[config.mk]
export PLATFORM = sky130hd
export DESIGN_NAME = stringgen_wfs
export DESIGN_NICKNAME = d
export VERILOG_FILES = /design/src/rtl/stringgen_pkg.sv /design/src/rtl/stringgen_shift.sv /design/src/rtl/stringgen_wfs.sv
export SDC_FILE = /design/constraint.sdc
export NUM_CORES = 1
export LEC_CHECK = 0
export ABC_CLOCK_PERIOD_IN_PS = 1800
export CORE_UTILIZATION = 45
export DETAILED_ROUTE_END_ITERATION = 7
export GPL_TIMING_DRIVEN = 1
export PLACE_DENSITY = 0.75
export SYNTH_ARGS = -nofsm -noshare
export SYNTH_HDL_FRONTEND = slang
export SYNTH_SLANG_ARGS = --single-unit
[constraint.sdc]
create_clock -name clk -period 1.8 [get_ports clk]
set_input_delay 0.45 -clock clk [delete_from_list [all_inputs] [get_ports clk]]
set_output_delay 0.45 -clock clk [all_outputs]
set_load 0.02 [all_outputs]
[src/rtl/stringgen_pkg.sv]
// Shared definitions for the serial string generator: state encoding,
// default sizing and the effective-length helper.
package stringgen_pkg;

    typedef enum logic [1:0] {
        ST_IDLE  = 2'd0,
        ST_SEND  = 2'd1,
        ST_PAUSE = 2'd2,
        ST_DONE  = 2'd3
    } state_e;

    localparam int WIDTH_DEF     = 16;
    localparam int COUNT_MAX_DEF = 9999;
    localparam int COUNT_W       = 14;
    localparam int LEN_W         = 5;

    // A length of zero, or one longer than the pattern, means "whole pattern".
    function automatic int eff_len(input int len_v, input int width_v);
        int r;
        if ((len_v == 0) || (len_v > width_v)) begin
            r = width_v;
        end else begin
            r = len_v;
        end
        return r;
    endfunction

endpackage

[src/rtl/stringgen_shift.sv]
// Shadow pattern store and bit index countdown for the string generator.
// The pattern is held LSB-aligned; bits leave from shadow[len-1] down to shadow[0].
module stringgen_shift
    import stringgen_pkg::*;
#(
    parameter int WIDTH     = WIDTH_DEF,
    parameter int IDX_W     = (WIDTH > 1) ? $clog2(WIDTH) : 1,
    parameter int LEN_EFF_W = $clog2(WIDTH + 1)
) (
    input  logic                 clk_i,
    input  logic                 clr_i,
    input  logic                 load_i,
    input  logic [WIDTH-1:0]     pattern_i,
    input  logic [LEN_EFF_W-1:0] len_i,
    input  logic                 advance_i,
    input  logic                 wrap_i,
    output logic                 bit_o,
    output logic                 last_o
);

    logic [WIDTH-1:0]     shadow_q, shadow_d;
    logic [LEN_EFF_W-1:0] len_q, len_d;
    logic [IDX_W-1:0]     idx_q, idx_d;

    // Next-state: capture on load, count down on each emitted bit, wrap when repeating.
    always_comb begin
        shadow_d = shadow_q;
        len_d    = len_q;
        idx_d    = idx_q;
        if (load_i) begin
            shadow_d = pattern_i;
            len_d    = len_i;
            idx_d    = IDX_W'(len_i - LEN_EFF_W'(1));
        end else if (advance_i) begin
            if (idx_q == IDX_W'(0)) begin
                if (wrap_i) begin
                    idx_d = IDX_W'(len_q - LEN_EFF_W'(1));
                end else begin
                    idx_d = idx_q;
                end
            end else begin
                idx_d = idx_q - IDX_W'(1);
            end
        end else begin
            idx_d = idx_q;
        end
    end

    // Datapath registers, cleared asynchronously.
    always_ff @(posedge clk_i or posedge clr_i) begin
        if (clr_i) begin
            shadow_q <= '0;
            len_q    <= '0;
            idx_q    <= '0;
        end else begin
            shadow_q <= shadow_d;
            len_q    <= len_d;
            idx_q    <= idx_d;
        end
    end

    assign bit_o  = shadow_q[idx_q];
    assign last_o = (idx_q == IDX_W'(0));

endmodule

[src/rtl/stringgen_wfs.sv]
// Serial bit-string generator: sends a captured pattern MSB-first on tick
// strobes, with pause/resume, optional continuous repeat and a saturating
// count of emitted bits.
module stringgen_wfs
    import stringgen_pkg::*;
#(
    parameter int WIDTH     = WIDTH_DEF,
    parameter int COUNT_MAX = COUNT_MAX_DEF
) (
    input  logic               clk,
    input  logic               clr,
    input  logic               start,
    input  logic               en,
    input  logic               tick,
    input  logic [WIDTH-1:0]   pattern,
    input  logic [LEN_W-1:0]   len,
    input  logic               rpt,
    output logic               bit_out,
    output logic               bit_valid,
    output logic               busy,
    output logic               done,
    output logic [COUNT_W-1:0] sent_count
);

    localparam int LEN_EFF_W = $clog2(WIDTH + 1);
    localparam logic [COUNT_W-1:0] CNT_SAT = COUNT_W'(COUNT_MAX);

    state_e               state_q, state_d;
    logic                 bit_out_q, bit_out_d;
    logic                 bit_valid_q, bit_valid_d;
    logic                 busy_q, busy_d;
    logic                 done_q, done_d;
    logic [COUNT_W-1:0]   cnt_q, cnt_d;
    logic                 load_s;
    logic                 emit_s;
    logic                 bit_sel_s;
    logic                 last_s;
    logic [LEN_EFF_W-1:0] len_eff_s;

    assign len_eff_s = LEN_EFF_W'(eff_len(int'(len), WIDTH));

    stringgen_shift #(
        .WIDTH (WIDTH)
    ) u_shift (
        .clk_i     (clk),
        .clr_i     (clr),
        .load_i    (load_s),
        .pattern_i (pattern),
        .len_i     (len_eff_s),
        .advance_i (emit_s),
        .wrap_i    (rpt),
        .bit_o     (bit_sel_s),
        .last_o    (last_s)
    );

    // FSM next-state; pause request takes priority over a same-cycle tick.
    always_comb begin
        state_d = state_q;
        load_s  = 1'b0;
        emit_s  = 1'b0;
        case (state_q)
            ST_IDLE, ST_DONE: begin
                if (start) begin
                    load_s  = 1'b1;
                    state_d = ST_SEND;
                end else begin
                    state_d = ST_IDLE;
                end
            end
            ST_SEND: begin
                if (en) begin
                    state_d = ST_PAUSE;
                end else if (tick) begin
                    emit_s = 1'b1;
                    if (last_s && !rpt) begin
                        state_d = ST_DONE;
                    end else begin
                        state_d = ST_SEND;
                    end
                end else begin
                    state_d = ST_SEND;
                end
            end
            ST_PAUSE: begin
                if (en) begin
                    state_d = ST_SEND;
                end else begin
                    state_d = ST_PAUSE;
                end
            end
            default: begin
                state_d = ST_IDLE;
            end
        endcase
    end

    // Output and counter next values, all registered so they align with the state.
    always_comb begin
        bit_out_d   = bit_out_q;
        bit_valid_d = emit_s;
        busy_d      = (state_d == ST_SEND) || (state_d == ST_PAUSE);
        done_d      = (state_d == ST_DONE);
        cnt_d       = cnt_q;
        if (emit_s) begin
            bit_out_d = bit_sel_s;
            if (cnt_q < CNT_SAT) begin
                cnt_d = cnt_q + COUNT_W'(1);
            end else begin
                cnt_d = cnt_q;
            end
        end else begin
            bit_out_d = bit_out_q;
        end
    end

    // State, output and counter registers with asynchronous clear.
    always_ff @(posedge clk or posedge clr) begin
        if (clr) begin
            state_q     <= ST_IDLE;
            bit_out_q   <= 1'b0;
            bit_valid_q <= 1'b0;
            busy_q      <= 1'b0;
            done_q      <= 1'b0;
            cnt_q       <= '0;
        end else begin
            state_q     <= state_d;
            bit_out_q   <= bit_out_d;
            bit_valid_q <= bit_valid_d;
            busy_q      <= busy_d;
            done_q      <= done_d;
            cnt_q       <= cnt_d;
        end
    end

    assign bit_out    = bit_out_q;
    assign bit_valid  = bit_valid_q;
    assign busy       = busy_q;
    assign done       = done_q;
    assign sent_count = cnt_q;

endmodule

### Yosys cells after proc, flatten, opt, wreduce, memory -nomap -nowiden

Cells that the tools add are included.

* input port bits: 27
* register bits after elaboration: 44
* logic and storage cells: 52

* equal/unequal tests: 7
* magnitude comparators: 3
* reduce and logical (&&, ||, !) cells: 11
* muxes and demuxes: 18
* add/subtract/negate cells: 4

Operators with widths (number)
* $mux W4: 5
* $add A14 B1 Y14 const B: 1
* $lt A14 B14 Y1 const B: 1
* $sub A4 B1 Y4 const B: 3
* $eq A2 B2 Y1 const B: 4
* $mux W2: 4
* $mux W1: 7
* $pmux W2 S3: 1
* $gt A5 B5 Y1 const B: 1
* $logic_not A5 Y1: 1
* $lt A4 B5 Y1 const B: 1
* $bmux W1 S4: 1
* $eq A2 B1 Y1 const B: 2
* $logic_not A4 Y1: 1
* $reduce_and A2 Y1: 2
* $ne A3 B3 Y1 const B: 1
* $logic_not A2 Y1: 1
* $logic_or A1 B1 Y1: 2
* $reduce_bool A2 Y1: 1
* $reduce_or A2 Y1: 1
* $logic_and A1 B1 Y1: 1
* $logic_not A1 Y1: 1

### Logic depth before layout (Yosys ltp)

Gate-level depths: netlist of the first run.

* depth in word-level cells: 8
* depth in mapped cells: 7
* gate-level depth less buffers: 7

### Cells and area by module

From an unflattened synthesis of the first run, not the netlist that was laid out.

* cells, all modules: 185
* area, all modules: 2233.4 µm²

By module, submodules not included
* stringgen_shift: times used 1, area an instance 1194.9 µm², cells an instance 94
* stringgen_wfs: times used 1, area an instance 1038.5 µm², cells an instance 91

### Worst setup path after synthesis of the first run

No wires, ideal clock.

* path type: register to register
* start point: register u_shift.idx_q[0]
* end point: register u_shift.idx_q[2]
* buffers on the path: 1
* slack: 0.087 ns
* setup time: 0.141 ns
* required time: 1.659 ns
* arrival time: 1.572 ns
* stages on the path, launching flop included: 7
* path through: dfrtp_1 -> buf_6 -> or4b_1 -> a22o_1 -> ha_1 -> xnor2_1 -> a21oi_1

* word-level cells in the longest chain between the ends: 4
* elaborated cells on any way between the ends: 7

Ends and longest elaborated chain
* from (decl): RTL line stringgen_shift.sv:23 `logic [IDX_W-1:0] idx_q, idx_d;`
* from (signal assigned): RTL line stringgen_shift.sv:58 `idx_q <= idx_d;`
* $sub A4 B1 Y4 / $logic_not A4 Y1 (equally long branches): RTL line stringgen_shift.sv:42, stringgen_shift.sv:35
* $mux W4: RTL line stringgen_shift.sv:35 `if (idx_q == IDX_W'(0)) begin`
* $mux W4: RTL line stringgen_shift.sv:34 `end else if (advance_i) begin`
* $mux W4: RTL line stringgen_shift.sv:30 `if (load_i) begin`

Several ways; a longest one is shown, not always the timed one. The select of a mux whose other input is x is not followed.
A chain may end at the register's enable or synchronous reset.

### Worst setup path in the final report of the first run

* start point: register state_q[1]
* end point: register u_shift.idx_q[0]

* word-level cells in the longest chain between the ends: 5
* elaborated cells on any way between the ends: 10

Ends and longest elaborated chain
* from (decl): RTL line stringgen_wfs.sv:28 `state_e state_q, state_d;`
* from (signal assigned): RTL line stringgen_wfs.sv:126 `state_q <= state_d;`
* $eq A2 B2 Y1 / $logic_not A2 Y1 (equally long branches): RTL line stringgen_wfs.sv:61 `case (state_q)`
* $reduce_or A2 Y1: RTL line stringgen_wfs.sv:61
* $mux W1: RTL line stringgen_wfs.sv:61
* $ne A3 B3 Y1 (no source line) / $reduce_bool A2 Y1 (equally long branches)
* $reduce_and A2 Y1 (no source line)

Several ways; a longest one is shown, not always the timed one.

==> impl_results.md, run 1 <==
* Status: complete, no violations
* Remaining Overflow, GRT at 0
* Post-synth EDFFs at 0
* DRC at 0
* First-pass GRT wire length at 7870 microns
* Crit path kind: flip-flop to flip-flop
* Setup_tns at 0 ps
* Final worst slack at between 60 and 70 ps
* Starting Density at 0.477
* Synth unique cells at between 40 and 50
* Clk root buf: clkbuf_8
* Antenna cells at 0
* Worst slew pin tran at 373 ps
* Synthesized area per cell at 10.2 sq um
* Achievable Freq at 576 MHz
* CP arrival at 1930 ps
* Gr usage total at 0.206
* Iteration-0 DRC Markers at 135
* Core Area at 0.00441 sq mm
* # rows at 24
* Worst-path clk slew at roughly 80 ps
* GPL Wtd Cong at 0.817
* DR pass1 iterations at 4
* Final core utilization at 0.664
* Post-synthesis cell area at about 0.0021 sq mm
* Ranking of synthesized cells by area: dfrtp_1 52%, nand2_1 11%, mux4_1 5.0%
* Slowest CP cell: dfrtp_1
* CP delay by family, top: flip-flops
* CTS tree: built
* Peak VDD IR at 773 uV
* Slew headroom at 0.748
* Largest net degree at the start of global routing at 45
* CP Launch Type: flip-flop
* Antenna violations before repair at 0
* Io pins at 45
* Fraction of registers with async set/reset at 1.00
* Syn nets at 238
* Worst Path Required at 1990 ps
* Max_cap viols at 0
* Nets@finish at 306
* Area share of and/or/nand/nor cells after synthesis at 0.212
* Post-synthesis mux area share at 0.0754
* Post-Layout Cell Count at roughly 330
* Compound-Gate Fraction of Synth Area at 0.0760
* Worst skew pair latency at 300 ps
* Yosys warnings at 0
* Area leader, netlist: dfrtp_1
* Skew final at roughly 8 ps
* Cts hold-fix bufs at 0
* Deepest clock path buffer count at 2
* CTS Sinks at 44
* Vias in the first global route at between 1,500 and 2,000
* CP Cell Sequence: ha_4 > nand2_1 > buf_4 > o21ai_1 > mux2_2
* CTS Buf Count at 5
* CP Capture Type: flip-flop
* #FFs+latches synth at 44
* Vias at ~1,700
* P_leak at 1.46 nW
* Final Hold Vio Count at 0
* Area Growth Syn to Fin at 39.0%
* Die height at 70.4 microns
* Die boundary width at 70.4 microns
* Post-route cell area at between 0.002 and 0.003 sq mm
* Crit Path Max Fanout at 22
* Die ar. at 0.00496 sq mm
* Final min period at 1740 ps
* Top_reg_cell synth: dfrtp_1
* # setup viols final at 0
* Detailed Route WL at approximately 4600 microns
* Placed cells at 318
* Power Density at roughly 1500 mW/mm^2
* Hold Path Class: flip-flop to flip-flop
* Syn Inst Count at ~210
* Half-perimeter wire length after placement at 3250 microns
* Adder-cell share of the synthesized area at 0.0297
* Fraction of the yosys area taken by sequential cells at 0.523
* Synth Area in XOR/XNOR at 0.0582
* Dpl ws at -260 ps
* Share of the synthesized area in the top cell type at 0.523
* Final period util at 0.964
* Port Buffers at 44
* Via density at 5.17
* Max-slew violations at 0
* CP peak stage delay at 420 ps
* Routed wire per std cell at 14.2 microns
* Main combinational cell family by area after synthesis: simple AND/OR/NAND/NOR gates
* H-tree depth at 2
* Placed cell area at about 0.0028 sq mm
* ANT nets after route at 0
* Share of layout cells above drive strength 1 at 0.164
* Worst path bufs/invs at 1
==> cell type report <==
type                            count  area (sq um)
Timing Repair Buffer               67           616
Fill cell                         351          1490
Sequential cell                    44          1100
Multi-Input combinational cell    150           996
Clock buffer                        5          68.8
Clock inverter                      2          60.1
Tap cell                           52          65.1
Inverter                            6          22.5
==> kinds of logic (layout without fill, tap and decap cells) <==
family                   after synthesis  count (layout)
buffers and inverters                 12              80
flip-flops                            44              44
XOR/XNOR                              14              14
adder cells (fa/ha/maj)                5               5
multiplexers                           9               9
AO/OA/AOI/OAI                         24              24
AND/OR/NAND/NOR                       98              98
==> routing by layer <==
layer / wire [microns] / part of all wire / track usage
met2: 2280 / 0.49 / 0.322
met4: 87 / 0.019 / 0.0956
met3: 130 / 0.028 / 0.0491
met1: 2130 / 0.46 / 0.271
met5: 0 / 0 / 0
==> worst min-delay path, delay by kind of cell, from the launching register on <==
kind,cells,cell delay [ps]
simple gates,2,100
flops,1,340
==> state kept, by name, indices dropped and copies added (netlist names) <==
name / count
bit_out: 1
bit_valid: 1
busy: 1
done: 1
sent_count: 14
state_q: 2
u_shift.idx_q: 4
u_shift.len_q: 4
u_shift.shadow_q: 16
==> power by group <==
part,leakage [nW],switching [W],internal [W]
logic,0.835,0.000884,0.000902
clock network,0.0642,0.000346,0.000546
registers,0.562,0.000235,0.00134
==> worst paths after layout <==
| kind | from | end | depth (start not counted) | slack, ps |
|---|---|---|---|---|
| max | state_q[1] | u_shift.idx_q[0] | 5 | 60 |
| max reg2reg | state_q[1] | u_shift.idx_q[0] | 5 | 60 |
| min reg2reg | u_shift.shadow_q[5] | u_shift.shadow_q[5] | 2 | 470 |
| max in group asynchronous | clr | bit_out | 3 | 1100 |
| min | u_shift.shadow_q[5] | u_shift.shadow_q[5] | 2 | 470 |
| min in group asynchronous | clr | sent_count[9] | 3 | 500 |
==> placed cells by master (no fill, tap or decap), types with 3 or more instances in the layout <==
| cell type | netlist | final |
|---|---|---|
| nor2_1 | 9 | 9 |
| xnor2_1 | 11 | 11 |
| xor2_1 | 3 | 3 |
| a21oi_1 | 9 | 9 |
| dfrtp_1 | 44 | 44 |
| mux4_1 | 4 | 4 |
| clkbuf_8 | 0 | 5 |
| nand2_1 | 63 | 63 |
| o21ai_0 | 3 | 3 |
| dlygate4sd2_1 | 0 | 13 |
| inv_1 | 6 | 5 |
| clkdlybuf4s50_1 | 0 | 30 |
| buf_4 | 0 | 21 |
| ha_1 | 5 | 4 |
| nand2b_1 | 3 | 3 |
| mux2_2 | 3 | 3 |
| nand3_1 | 6 | 6 |
==> repair_timing <==
item | in CTS | in global routing
buffers inserted | 0 | 1
pin swaps | 0 | 4
resized for setup | 16 | 8
setup endpoints to repair | 16 | 11
==> stage by stage <==
stage          total power [W]  hold slack (ps)
3_5_place_dp           0.00333              458
5_1_grt                0.00455              495
2_1_floorplan          0.00265              437
4_1_cts                0.00424              478
3_3_place_gp           0.00325              450
6_report               0.00426              474
==> cells in the mapped netlist, drive strengths merged (4+ instances only) <==
master / n
a21oi: 9
nand3: 6
nand2: 63
ha: 5
mux4: 4
o21ai: 4
inv: 6
buf: 4
dfrtp: 44
nor2: 9
xnor2: 11
(Power assumes the default switching activity.)
==> run 2, diff against run 1 <==
--- a/config.mk
+++ b/config.mk
@@ -9,7 +9,8 @@
 export CORE_UTILIZATION = 45
 export DETAILED_ROUTE_END_ITERATION = 7
 export GPL_TIMING_DRIVEN = 1
-export PLACE_DENSITY = 0.75
+export PLACE_DENSITY = 0.79
+export RECOVER_POWER = 25
 export SYNTH_ARGS = -nofsm -noshare
 export SYNTH_HDL_FRONTEND = slang
 export SYNTH_SLANG_ARGS = --single-unit
==> run 2 against run 1 <==
  * Cell area shrank 3.1%
  * Total power shrank 9.2%
  * Clock skew grew 0.94 ps
  * Combinational power shrank 2%
  * Non-clock buffer count shrank 2
  * Cell count shrank 1.2%
  * Global-route usage shrank 1.3 points
  * Sequential cell count is the same
  * Critical path type is now flip-flop to output port
  * Critical endpoint is now sent_count[7]
  * Largest cell class unchanged
==> impl_results.md, run 2 (synthesis gave the netlist of run 1 again) <==
* Status: complete, no violations
* Final min period at 1760 ps
* Hold EP: u_shift.shadow_q[1]
* Power Density at 1360 mW/mm^2
* Critical path depth at 1
* Largest net degree at the start of global routing at between 40 and 50
* Commonest cells after routing, fill and taps aside: 63 x nand2_1, 44 x dfrtp_1, 31 x clkdlybuf4s50_1, 19 x buf_4, 11 x xnor2_1
* Port Buffers at 44
* Io pins at 45
* Antenna cells at 0
* CTS Buf Count at 5
* Peak VDD IR at 602 uV
* Half-perimeter wire length after placement at ~3200 microns
* Vias in the first global route at 1,709
* Die ar. at 0.00496 sq mm
* Antenna violations before repair at 0
* Via density at 5.18
* CP arrival at 1310 ps
* CP delay by family, top: buffers and inverters
* Setup_tns at 0 ps
* DR pass1 iterations at 4
* # setup viols final at 0
* CP peak stage delay at between 600 and 700 ps
* Final Hold Vio Count at 0
* Clk root buf: clkbuf_8
* Reg-to-reg startpoint: u_shift.idx_q[0]
* RSZ-0062 raised after global routing: false
* # rows at 24
* Die boundary width at 70.4 microns
* Post-route cell area at 0.00284 sq mm
* Worst path bufs/invs at 1
* Register-to-register setup slack at 100 ps
* Worst-path clk slew at 70 ps
* Reg2reg end: u_shift.idx_q[2]
* ANT nets after route at 0
* Die height at a little over 70 microns
* CP Cell Sequence: clkdlybuf4s50_1
* Hold Path Class: flip-flop to flip-flop
* DRC at 0
* Vias at between 1,500 and 2,000
* Nets@finish at 304
* Gr usage total at 0.193
* Final period util at 0.977
* Slowest CP cell: clkdlybuf4s50_1
* Crit Path Max Fanout at 4
* Crit path kind: flip-flop to output port
* Share of layout cells above drive strength 1 at 0.137
* CP Launch Type: flip-flop
* Slew headroom at 0.302
* Worst Path Required at 1350 ps
* Skew final at 8.92 ps
* Iteration-0 DRC Markers at 89
* Hold Path Cell Cnt at 2
* Worst slew pin tran at 1050 ps
* Most common cell after layout, fill and taps aside: nand2_1
* Design Power at 0.00387 W
* CTS tree: built
* Placed cell area at around 0.0028 sq mm
* Max-slew violations at 0
* Worst hold start: u_shift.shadow_q[1]
* First-pass GRT wire length at 7520 microns
* P_leak at 1.47 nW
* Most flop-heavy register: u_shift.shadow_q
* CTS Sinks at 44
* Worst skew pair latency at 290 ps
* Reg2reg path depth at 5
* Achievable Freq at 569 MHz
* CP Capture Type: output port
* Placed cells at 317
* Cts hold-fix bufs at 0
* Max_cap viols at 0
* Routed wire per std cell at about 13 microns
* Remaining Overflow, GRT at 0
* Deepest clock path buffer count at 2
* Core Area at 0.00441 sq mm
* Post-Layout Cell Count at 322
* Detailed Route WL at between 4000 and 5000 microns
* H-tree depth at 2
* Area Growth Syn to Fin at 34.7%
* Max FFs per register at 16
* GPL Wtd Cong at 0.800
* Starting Density at 0.477
-- run 2: changes by cell type in the layout (fill, tap and decap cells not counted), sizes merged --
cell,before,now
clkdlybuf4s50,30,31
bufinv,2,0
dlymetal6s2s,1,6
buf,23,20
clkbuf,5,6
dlygate4sd2,13,7
-- run 2: final cells by class --
cell class                 instances  area [sq um]
timing repair buffer              65           606
multi-input combinational        150           975
inverter                           6          22.5
fill                             357          1580
tap                               52          65.1
clock buffer                       5          68.8
sequential                        44          1100
-- run 2: worst max-delay path by stage --
stage	startpoint	to	slack, ps
global route	sent_count[7]	sent_count[7]	5
CTS	sent_count[13]	sent_count[13]	1
floorplan	u_shift.idx_q[0]	u_shift.idx_q[2]	90
finish	sent_count[7]	sent_count[7]	40
detailed placement	en	sent_count[9]	-280
global placement	en	sent_count[9]	-210
-- run 2: stage by stage --
| stage | setup WS, ps | util | hold WS [ps] |
|---|---|---|---|
| floorplan | 87.2 | - | 437 |
| global placement | -209 | 0.623 | 451 |
| detailed placement | -282 | 0.623 | 457 |
| CTS | 1.22 | 0.639 | 475 |
| global route | 5.29 | 0.643 | 499 |
| finish | 41.2 | 0.643 | 468 |
-- run 2: report_power, final --
part	internal [W]	leakage (nW)	switching [W]	total (W)
logic	0.000893	0.870	0.000861	0.00175
clock network	0.000250	0.0359	0.000302	0.000553
registers	0.00134	0.562	0.000217	0.00156
-- run 2: layer usage --
| metal | part of all wire | GRT usage | up-vias |
|---|---|---|---|
| li1 | - | - | 827 |
| met1 | 0.45 | 0.257 | 803 |
| met2 | 0.50 | 0.316 | 30 |
| met3 | 0.032 | 0.0332 | 7 |
| met4 | 0.016 | 0.0733 | 0 |
| met5 | 0 | 0 | - |
-- run 2: repair_timing --
item                       CTS  global route
pin swaps                    0             1
setup endpoints to repair    8            15
resized for setup            9             9
setup buffers                0             0
